File: src/rtl/wb_arb_pkg.sv
// Shared types and constants for the two-master Wishbone arbiter.
//   arb_state_e  : arbiter ownership state (IDLE / OWN0 / OWN1)
//   TIMEOUT_DATA : read data returned to a master whose access was ended by the watchdog
//   GRANT_*      : one-hot grant encodings {m1,m0}
//   arbitrate()  : round-robin pick between the two cyc requests
package wb_arb_pkg;

    typedef enum logic [1:0] {
        IDLE = 2'd0,
        OWN0 = 2'd1,
        OWN1 = 2'd2
    } arb_state_e;

    localparam int unsigned WB_WIDTH     = 32;
    localparam logic [WB_WIDTH-1:0] TIMEOUT_DATA = 32'hDEAD_BEEF;

    localparam logic [1:0] GRANT_NONE = 2'b00;
    localparam logic [1:0] GRANT_M0   = 2'b01;
    localparam logic [1:0] GRANT_M1   = 2'b10;

    // Single requester wins outright; on a tie the master that did not own last wins.
    function automatic arb_state_e arbitrate(input logic cyc0, input logic cyc1,
                                             input logic last_m1);
        arb_state_e pick;
        pick = IDLE;
        if (cyc0 && cyc1) begin
            pick = last_m1 ? OWN0 : OWN1;
        end else if (cyc0) begin
            pick = OWN0;
        end else if (cyc1) begin
            pick = OWN1;
        end
        return pick;
    endfunction

endpackage

File: src/rtl/wb_shared_bus_arbiter_if.sv
// Classic Wishbone bus bundle used on every arbiter port.
//   cyc/stb/we/addr/wdata : request, driven by the bus master
//   rdata/ack             : response, driven by the bus slave
// Modports: master (drives the request), slave (drives the response).
interface wb_shared_bus_arbiter_if #(
    parameter int unsigned ADDR_WIDTH = 32,
    parameter int unsigned DATA_WIDTH = 32
);
    logic                  cyc;
    logic                  stb;
    logic                  we;
    logic [ADDR_WIDTH-1:0] addr;
    logic [DATA_WIDTH-1:0] wdata;
    logic [DATA_WIDTH-1:0] rdata;
    logic                  ack;

    modport master (output cyc, output stb, output we, output addr, output wdata,
                    input  rdata, input ack);

    modport slave  (input  cyc, input  stb, input  we, input  addr, input  wdata,
                    output rdata, output ack);
endinterface

File: src/rtl/wb_arb_watchdog.sv
// Slave-stall watchdog: counts consecutive cycles with run_i high and flags the
// cycle in which the count reaches TIMEOUT_CYCLES-1. The counter restarts after
// an expiry, when run_i drops, or on clear_i.
//   clk, rst_n  : clock, asynchronous active-low reset
//   run_i       : owner strobing with no slave ack this cycle
//   clear_i     : ownership is changing this cycle
//   expire_c_o  : combinational, high in the cycle the limit is reached
module wb_arb_watchdog #(
    parameter int unsigned TIMEOUT_CYCLES = 1024
) (
    input  logic clk,
    input  logic rst_n,
    input  logic run_i,
    input  logic clear_i,
    output logic expire_c_o
);

    localparam int unsigned CNT_W = (TIMEOUT_CYCLES > 2) ? $clog2(TIMEOUT_CYCLES) : 1;
    localparam logic [CNT_W-1:0] LIMIT = CNT_W'(TIMEOUT_CYCLES - 1);

    logic [CNT_W-1:0] count_q;
    logic [CNT_W-1:0] count_d;

    assign expire_c_o = run_i && (count_q == LIMIT);

    // Count stall cycles; any break in the stall restarts from zero.
    always_comb begin
        count_d = count_q;
        if (clear_i || !run_i || expire_c_o) begin
            count_d = '0;
        end else begin
            count_d = count_q + CNT_W'(1);
        end
    end

    always_ff @(posedge clk or negedge rst_n) begin
        if (!rst_n) begin
            count_q <= '0;
        end else begin
            count_q <= count_d;
        end
    end

endmodule

File: src/rtl/wb_shared_bus_arbiter.sv
// Two-master / one-slave classic Wishbone arbiter. Instruction fetch (m0) and
// load/store (m1) share one memory port; round-robin grant, held for the owner's
// whole cyc (burst lock). Grant takes effect one cycle after arbitration.
// Optional feature macro: WB_ARB_TIMEOUT_EN enables the slave-stall watchdog,
// which terminates a stalled access with TIMEOUT_DATA and sets sticky timeout_o.
//   clk, rst_n  : clock, asynchronous active-low reset
//   m0_bus      : master 0 (instruction) Wishbone port
//   m1_bus      : master 1 (data) Wishbone port
//   s_bus       : shared slave Wishbone port
//   grant_o     : one-hot current owner {m1,m0}, 2'b00 when idle
//   timeout_o   : sticky watchdog flag (0 when the watchdog is not built)
module wb_shared_bus_arbiter
    import wb_arb_pkg::*;
#(
    parameter int unsigned ADDR_WIDTH     = 32,
    parameter int unsigned DATA_WIDTH     = 32,
    parameter int unsigned TIMEOUT_CYCLES = 1024
) (
    input  logic                            clk,
    input  logic                            rst_n,
    wb_shared_bus_arbiter_if.slave          m0_bus,
    wb_shared_bus_arbiter_if.slave          m1_bus,
    wb_shared_bus_arbiter_if.master         s_bus,
    output logic [1:0]                      grant_o,
    output logic                            timeout_o
);

    arb_state_e state_q;
    arb_state_e state_d;
    logic       last_m1_q;
    logic       last_m1_d;
    logic       own_stb_c;
    logic       expire_c;

    // Next owner: arbitrate when idle or when the current owner has released cyc.
    always_comb begin
        state_d   = state_q;
        last_m1_d = last_m1_q;
        case (state_q)
            IDLE: state_d = arbitrate(m0_bus.cyc, m1_bus.cyc, last_m1_q);
            OWN0: if (!m0_bus.cyc) state_d = arbitrate(m0_bus.cyc, m1_bus.cyc, last_m1_q);
            OWN1: if (!m1_bus.cyc) state_d = arbitrate(m0_bus.cyc, m1_bus.cyc, last_m1_q);
            default: state_d = IDLE;
        endcase
        if (state_d != state_q) begin
            if (state_d == OWN0) last_m1_d = 1'b0;
            if (state_d == OWN1) last_m1_d = 1'b1;
        end
    end

    always_ff @(posedge clk or negedge rst_n) begin
        if (!rst_n) begin
            state_q   <= IDLE;
            last_m1_q <= 1'b1;
        end else begin
            state_q   <= state_d;
            last_m1_q <= last_m1_d;
        end
    end

    assign own_stb_c = ((state_q == OWN0) && m0_bus.stb) || ((state_q == OWN1) && m1_bus.stb);

`ifdef WB_ARB_TIMEOUT_EN
    logic timeout_q;
    logic timeout_d;

    wb_arb_watchdog #(
        .TIMEOUT_CYCLES (TIMEOUT_CYCLES)
    ) u_watchdog (
        .clk        (clk),
        .rst_n      (rst_n),
        .run_i      (own_stb_c && !s_bus.ack),
        .clear_i    (state_d != state_q),
        .expire_c_o (expire_c)
    );

    // Sticky flag; only reset clears it.
    always_comb begin
        timeout_d = timeout_q | expire_c;
    end

    always_ff @(posedge clk or negedge rst_n) begin
        if (!rst_n) begin
            timeout_q <= 1'b0;
        end else begin
            timeout_q <= timeout_d;
        end
    end

    assign timeout_o = timeout_q;
`else
    logic unused_timeout_cfg;

    assign unused_timeout_cfg = own_stb_c ^ (^32'(TIMEOUT_CYCLES));
    assign expire_c           = 1'b0;
    assign timeout_o          = 1'b0;
`endif

    // Bus steering from the registered owner; the non-owner sees no data and no ack.
    always_comb begin
        s_bus.cyc    = 1'b0;
        s_bus.stb    = 1'b0;
        s_bus.we     = 1'b0;
        s_bus.addr   = ADDR_WIDTH'(0);
        s_bus.wdata  = DATA_WIDTH'(0);
        m0_bus.rdata = DATA_WIDTH'(0);
        m0_bus.ack   = 1'b0;
        m1_bus.rdata = DATA_WIDTH'(0);
        m1_bus.ack   = 1'b0;
        grant_o      = GRANT_NONE;
        case (state_q)
            OWN0: begin
                grant_o      = GRANT_M0;
                s_bus.cyc    = m0_bus.cyc;
                s_bus.stb    = m0_bus.stb;
                s_bus.we     = m0_bus.we;
                s_bus.addr   = m0_bus.addr;
                s_bus.wdata  = m0_bus.wdata;
                m0_bus.rdata = s_bus.rdata;
                m0_bus.ack   = s_bus.ack && m0_bus.stb;
                if (expire_c) begin
                    m0_bus.rdata = DATA_WIDTH'(TIMEOUT_DATA);
                    m0_bus.ack   = 1'b1;
                end
            end
            OWN1: begin
                grant_o      = GRANT_M1;
                s_bus.cyc    = m1_bus.cyc;
                s_bus.stb    = m1_bus.stb;
                s_bus.we     = m1_bus.we;
                s_bus.addr   = m1_bus.addr;
                s_bus.wdata  = m1_bus.wdata;
                m1_bus.rdata = s_bus.rdata;
                m1_bus.ack   = s_bus.ack && m1_bus.stb;
                if (expire_c) begin
                    m1_bus.rdata = DATA_WIDTH'(TIMEOUT_DATA);
                    m1_bus.ack   = 1'b1;
                end
            end
            default: ;
        endcase
        // A timed-out access is withdrawn from the slave in the expiry cycle.
        if (expire_c) begin
            s_bus.cyc = 1'b0;
            s_bus.stb = 1'b0;
        end
    end

endmodule

File: src/flat_wrapper.sv
// flat-port wrapper written by rule: the top's interface ports become plain ports
module wb_shared_bus_arbiter_flat import wb_arb_pkg::*;
#(
    parameter int unsigned ADDR_WIDTH     = 32,
    parameter int unsigned DATA_WIDTH     = 32,
    parameter int unsigned TIMEOUT_CYCLES = 1024
)
  (clk, rst_n, grant_o, timeout_o, m0_bus_cyc, m0_bus_stb, m0_bus_we, m0_bus_addr, m0_bus_wdata, m0_bus_rdata, m0_bus_ack, m1_bus_cyc, m1_bus_stb, m1_bus_we, m1_bus_addr, m1_bus_wdata, m1_bus_rdata, m1_bus_ack, s_bus_cyc, s_bus_stb, s_bus_we, s_bus_addr, s_bus_wdata, s_bus_rdata, s_bus_ack);
  wb_shared_bus_arbiter_if #(.ADDR_WIDTH(ADDR_WIDTH), .DATA_WIDTH(DATA_WIDTH)) m0_bus_i ();
  wb_shared_bus_arbiter_if #(.ADDR_WIDTH(ADDR_WIDTH), .DATA_WIDTH(DATA_WIDTH)) m1_bus_i ();
  wb_shared_bus_arbiter_if #(.ADDR_WIDTH(ADDR_WIDTH), .DATA_WIDTH(DATA_WIDTH)) s_bus_i ();
  input  logic clk;
  input  logic rst_n;
  output logic [1:0] grant_o;
  output logic timeout_o;
  input wire logic [$bits(m0_bus_i.cyc)-1:0] m0_bus_cyc;
  input wire logic [$bits(m0_bus_i.stb)-1:0] m0_bus_stb;
  input wire logic [$bits(m0_bus_i.we)-1:0] m0_bus_we;
  input wire logic [$bits(m0_bus_i.addr)-1:0] m0_bus_addr;
  input wire logic [$bits(m0_bus_i.wdata)-1:0] m0_bus_wdata;
  output wire logic [$bits(m0_bus_i.rdata)-1:0] m0_bus_rdata;
  output wire logic [$bits(m0_bus_i.ack)-1:0] m0_bus_ack;
  input wire logic [$bits(m1_bus_i.cyc)-1:0] m1_bus_cyc;
  input wire logic [$bits(m1_bus_i.stb)-1:0] m1_bus_stb;
  input wire logic [$bits(m1_bus_i.we)-1:0] m1_bus_we;
  input wire logic [$bits(m1_bus_i.addr)-1:0] m1_bus_addr;
  input wire logic [$bits(m1_bus_i.wdata)-1:0] m1_bus_wdata;
  output wire logic [$bits(m1_bus_i.rdata)-1:0] m1_bus_rdata;
  output wire logic [$bits(m1_bus_i.ack)-1:0] m1_bus_ack;
  output wire logic [$bits(s_bus_i.cyc)-1:0] s_bus_cyc;
  output wire logic [$bits(s_bus_i.stb)-1:0] s_bus_stb;
  output wire logic [$bits(s_bus_i.we)-1:0] s_bus_we;
  output wire logic [$bits(s_bus_i.addr)-1:0] s_bus_addr;
  output wire logic [$bits(s_bus_i.wdata)-1:0] s_bus_wdata;
  input wire logic [$bits(s_bus_i.rdata)-1:0] s_bus_rdata;
  input wire logic [$bits(s_bus_i.ack)-1:0] s_bus_ack;
  assign m0_bus_i.cyc = m0_bus_cyc;
  assign m0_bus_i.stb = m0_bus_stb;
  assign m0_bus_i.we = m0_bus_we;
  assign m0_bus_i.addr = m0_bus_addr;
  assign m0_bus_i.wdata = m0_bus_wdata;
  assign m0_bus_rdata = m0_bus_i.rdata;
  assign m0_bus_ack = m0_bus_i.ack;
  assign m1_bus_i.cyc = m1_bus_cyc;
  assign m1_bus_i.stb = m1_bus_stb;
  assign m1_bus_i.we = m1_bus_we;
  assign m1_bus_i.addr = m1_bus_addr;
  assign m1_bus_i.wdata = m1_bus_wdata;
  assign m1_bus_rdata = m1_bus_i.rdata;
  assign m1_bus_ack = m1_bus_i.ack;
  assign s_bus_cyc = s_bus_i.cyc;
  assign s_bus_stb = s_bus_i.stb;
  assign s_bus_we = s_bus_i.we;
  assign s_bus_addr = s_bus_i.addr;
  assign s_bus_wdata = s_bus_i.wdata;
  assign s_bus_i.rdata = s_bus_rdata;
  assign s_bus_i.ack = s_bus_ack;
  wb_shared_bus_arbiter #(.ADDR_WIDTH(ADDR_WIDTH), .DATA_WIDTH(DATA_WIDTH), .TIMEOUT_CYCLES(TIMEOUT_CYCLES)) u_core (.clk(clk), .rst_n(rst_n), .m0_bus(m0_bus_i), .m1_bus(m1_bus_i), .s_bus(s_bus_i), .grant_o(grant_o), .timeout_o(timeout_o));
endmodule
File: config.mk
export PLATFORM = sky130hd
export DESIGN_NAME = wb_shared_bus_arbiter_flat
export DESIGN_NICKNAME = d
export VERILOG_FILES = /design/src/rtl/wb_arb_pkg.sv /design/src/rtl/wb_shared_bus_arbiter_if.sv /design/src/rtl/wb_arb_watchdog.sv /design/src/rtl/wb_shared_bus_arbiter.sv /design/src/flat_wrapper.sv
export SDC_FILE = /design/constraint.sdc
export NUM_CORES = 1
export LEC_CHECK = 0
export CAP_MARGIN = 20
export CORE_AREA = 2 2 118 120
export CTS_CLUSTER_DIAMETER = 60
export DETAILED_ROUTE_END_ITERATION = 12
export DIE_AREA = 0 0 120 122
export HOLD_SLACK_MARGIN = 0.1
export MAX_ROUTING_LAYER = met4
export PLACE_DENSITY = 0.63
export SLEW_MARGIN = 20
export SYNTH_ARGS = -nofsm -noshare
export SYNTH_HDL_FRONTEND = slang
export SYNTH_HIERARCHICAL = 1
export SYNTH_SLANG_ARGS = --single-unit
File: constraint.sdc
create_clock -name clk -period 2 [get_ports clk]
set_input_delay 0.2 -clock clk [delete_from_list [all_inputs] [get_ports clk]]
set_output_delay 0.2 -clock clk [all_outputs]
set_load 0.01 [all_outputs]
==> flow_summary.ini <==
[route]
wl_per_cell_um = 14.8
viasPerCell = 4.20
drt_iter0_drc = 84
firstDrtPassIters = 4
drc_errors = 0
vias = 3142
wl_mm = 11.0
antenna_left = 0

[clocking]
clk_path_buf_depth = 2
clock_sinks = 3
cts_buffers = 3
clk_pin_slew_ns = 0.03
cts_tree = done
clk-insertion-delay-late_ns = 0.23
cts-hold-fix-buffers = 0
cts-root-buf = clkbuf_16
cts_max_level = 1

[sta]
fmax_mhz = 483
fin_crit_ns = 2.07
finalCritPeriodShare_pct = 104
setup_ws_ns = -0.0705
rsz0062_at_grt = true
hold_ws_ns = 0.179
setup_viol = 1
drv_slew = 0
hold_viol = 0
finClkSkew_ns = 0.000494

[pwr]
power_density_nw_per_um2 = 1090
leakage_nw = 2.46
ir_worst_vdd_v = 0.000683

[status]
status = finished with violations
violations = setup timing

[final_layout]
stdcell_area_um2 = 5310
diodes = 0
fill_cells = 1428
area_growth_pct = 204
final_layout_size_suffix_gt1_share_pct = 13.0
fin_nets = 744

[global_routing]
grt.overflow.total = 0
grt_max_degree = 44
top_usage_layer = met2
grt_use_total_pct = 13.9
met3_usage_pct = 1.73
antenna_found_initial = 0
met1_usage_pct = 15.1
grt_pass1_vias = 3233
grt_first_pass_wirelength_mm = 16.1
globalRouteMet2Util_pct = 26.7

[placement]
hpwlAfterDp_mm = 8.44
place_congestion = 0.856
port_buffers = 303
place_area_um2 = 5130
pre_cts_slack_ns = -0.138

[setup_path]
cp.arrival_ns = 2.22
worst_setup_path_start_kind = register
cp_data_required_time_ns = 2.15
crit_path_end_kind = register
path_class = register to register
crit_fanout = 4

[min_path]
hold_path_class = primary input to async pin

[floorplanning]
die_x_um = 120
fp.dieH_um = 122
initial_core_util_pct = 12.9
num_io_pins = 305
rows = 43
core_um2 = 13500
die-area_um2 = 14600

[synth]
synth_cells = 263
synth_top_area_cell = a22oi_1
yosysWarnings = 6
synth_area_um2 = 1740
syn_nets = 438
synth-seq-area-share_pct = 4.38
synth_cell_types = 26
synth_top_area_share_pct = 28.9
ys_ff_latch = 3
avgSynthCellArea_um2 = 6.63
synth.area.top_cells = a22oi_1 (29%), nor2b_1 (24%), and2_1 (23%)

[run]
cap_violations = 0
## power by group
| group | internal (mW) | leakage, nW | switching, mW |
|---|---|---|---|
| clock | 0.263 | 0.0382 | 0.0587 |
| combinational | 2.87 | 2.39 | 2.45 |
| sequential | 0.0974 | 0.0335 | 0.0408 |
| total | 3.23 | 2.46 | 2.55 |
## cell type report
cell class,count,area (um2),share of cell area (%)
timing repair buffer,331,3220,60.7
multi-input combinational,226,1680,31.7
tap,180,225,4.25
sequential,3,78.8,1.49
clock buffer,4,78.8,1.49
inverter,4,20.0,0.377
## what timing repair did
| item | CTS | global route |
|---|---|---|
| endpoints found under the setup margin | 133 | 21 |
| gates resized for setup | 145 | 47 |
| setup buffers | 5 | 7 |
| cloned | 3 | 0 |
| pin swaps | 1 | 1 |
## critical path: stages (launching register included)
cell     delay (ns)
dfrtp_2        0.44
inv_4          0.10
ha_4           0.16
buf_6          0.10
nor2_2         0.03
o31a_1         0.25
a21o_2         0.22
ha_4           0.22
a31oi_4        0.16
mux2_4         0.32
## flip-flops by register name (all words and copies together) (netlist names)
register / flops
u_core/last_m1_q: 1
u_core/state_q: 2
## Yosys cell counts
cell	number
inv_2	1
a22o_2	1
a21boi_0	1
a31oi_1	1
ha_1	6
a22oi_1	67
o31a_1	2
nor2_1	4
mux2_1	1
buf_2	2
nor2b_1	67
buf_1	3
o21ai_0	1
nand2_1	3
dfrtp_1	2
and2_1	65
a21oi_1	1
inv_1	3
clkbuf_1	24
nand3_1	1
mux2i_1	1
conb_1	1
buf_4	1
and3_1	2
dfstp_2	1
a21o_2	1
## through the flow
stage,std cells,power [mW],utilization (%),TNS [ns]
after detailed placement,729,5.39,38.0,-0.497
after global routing,748,6.20,39.3,-0.155
after global placement,729,5.33,38.0,-0.0480
after CTS,741,5.65,38.6,-0.316
final,748,5.78,39.3,-0.0705
after floorplan,263,2.70,-,0
## cell usage in the layout (no fill, tap or decap), drive strengths merged
cell type      netlist  routed
conb                 1       1
o21ai                1       1
inv                  4       4
clkdlybuf4s15        0       6
a21boi               1       1
a31oi                1       1
mux2                 1       1
nand3                1       1
and3                 2       2
clkdlybuf4s50        0     169
a22o                 1       1
nor2b               67      67
dfrtp                2       2
ha                   6       6
dlygate4sd2          0     113
clkbuf              24      17
and2                65      65
dlymetal6s2s         0       2
mux2i                1       1
nand2                3       3
buf                  6      28
dfstp                1       1
a21o                 1       1
a22oi               67      67
a21oi                1       1
o31a                 2       2
nor2                 4       4
## layer usage
metal  up-vias  wire length (um)
met2       170              5930
met5         -                 0
met4         0               122
met3         8               860
li1       1522                 -
met1      1442              4130
## logic make-up after synthesis
logic type | Yosys count | share of synthesized area, %
AO/OA/AOI/OAI | 75 | 32.3
AND/OR/NAND/NOR | 142 | 49.9
multiplexers | 2 | 1.22
flip-flops | 3 | 4.38
other | 1 | 0.215
adder cells (fa/ha/maj) | 6 | 4.31
buffers and inverters | 34 | 7.68
## worst paths after layout
check / startpoint / slack, ns / cells after the start / to
min in group clk: u_core/last_m1_q$_DFFE_PN1P_ / 0.64 / 1 / u_core/last_m1_q$_DFFE_PN1P_
min reg2reg: u_core/last_m1_q$_DFFE_PN1P_ / 0.64 / 1 / u_core/last_m1_q$_DFFE_PN1P_
max reg2reg: u_core/state_q[0]$_DFF_PN0_ / -0.07 / 9 / u_core/last_m1_q$_DFFE_PN1P_
max: u_core/state_q[0]$_DFF_PN0_ / -0.07 / 9 / u_core/last_m1_q$_DFFE_PN1P_
max in group asynchronous: rst_n / 1.59 / 1 / u_core/last_m1_q$_DFFE_PN1P_
min: rst_n / 0.18 / 1 / u_core/state_q[0]$_DFF_PN0_
(Power assumes the default switching activity.)
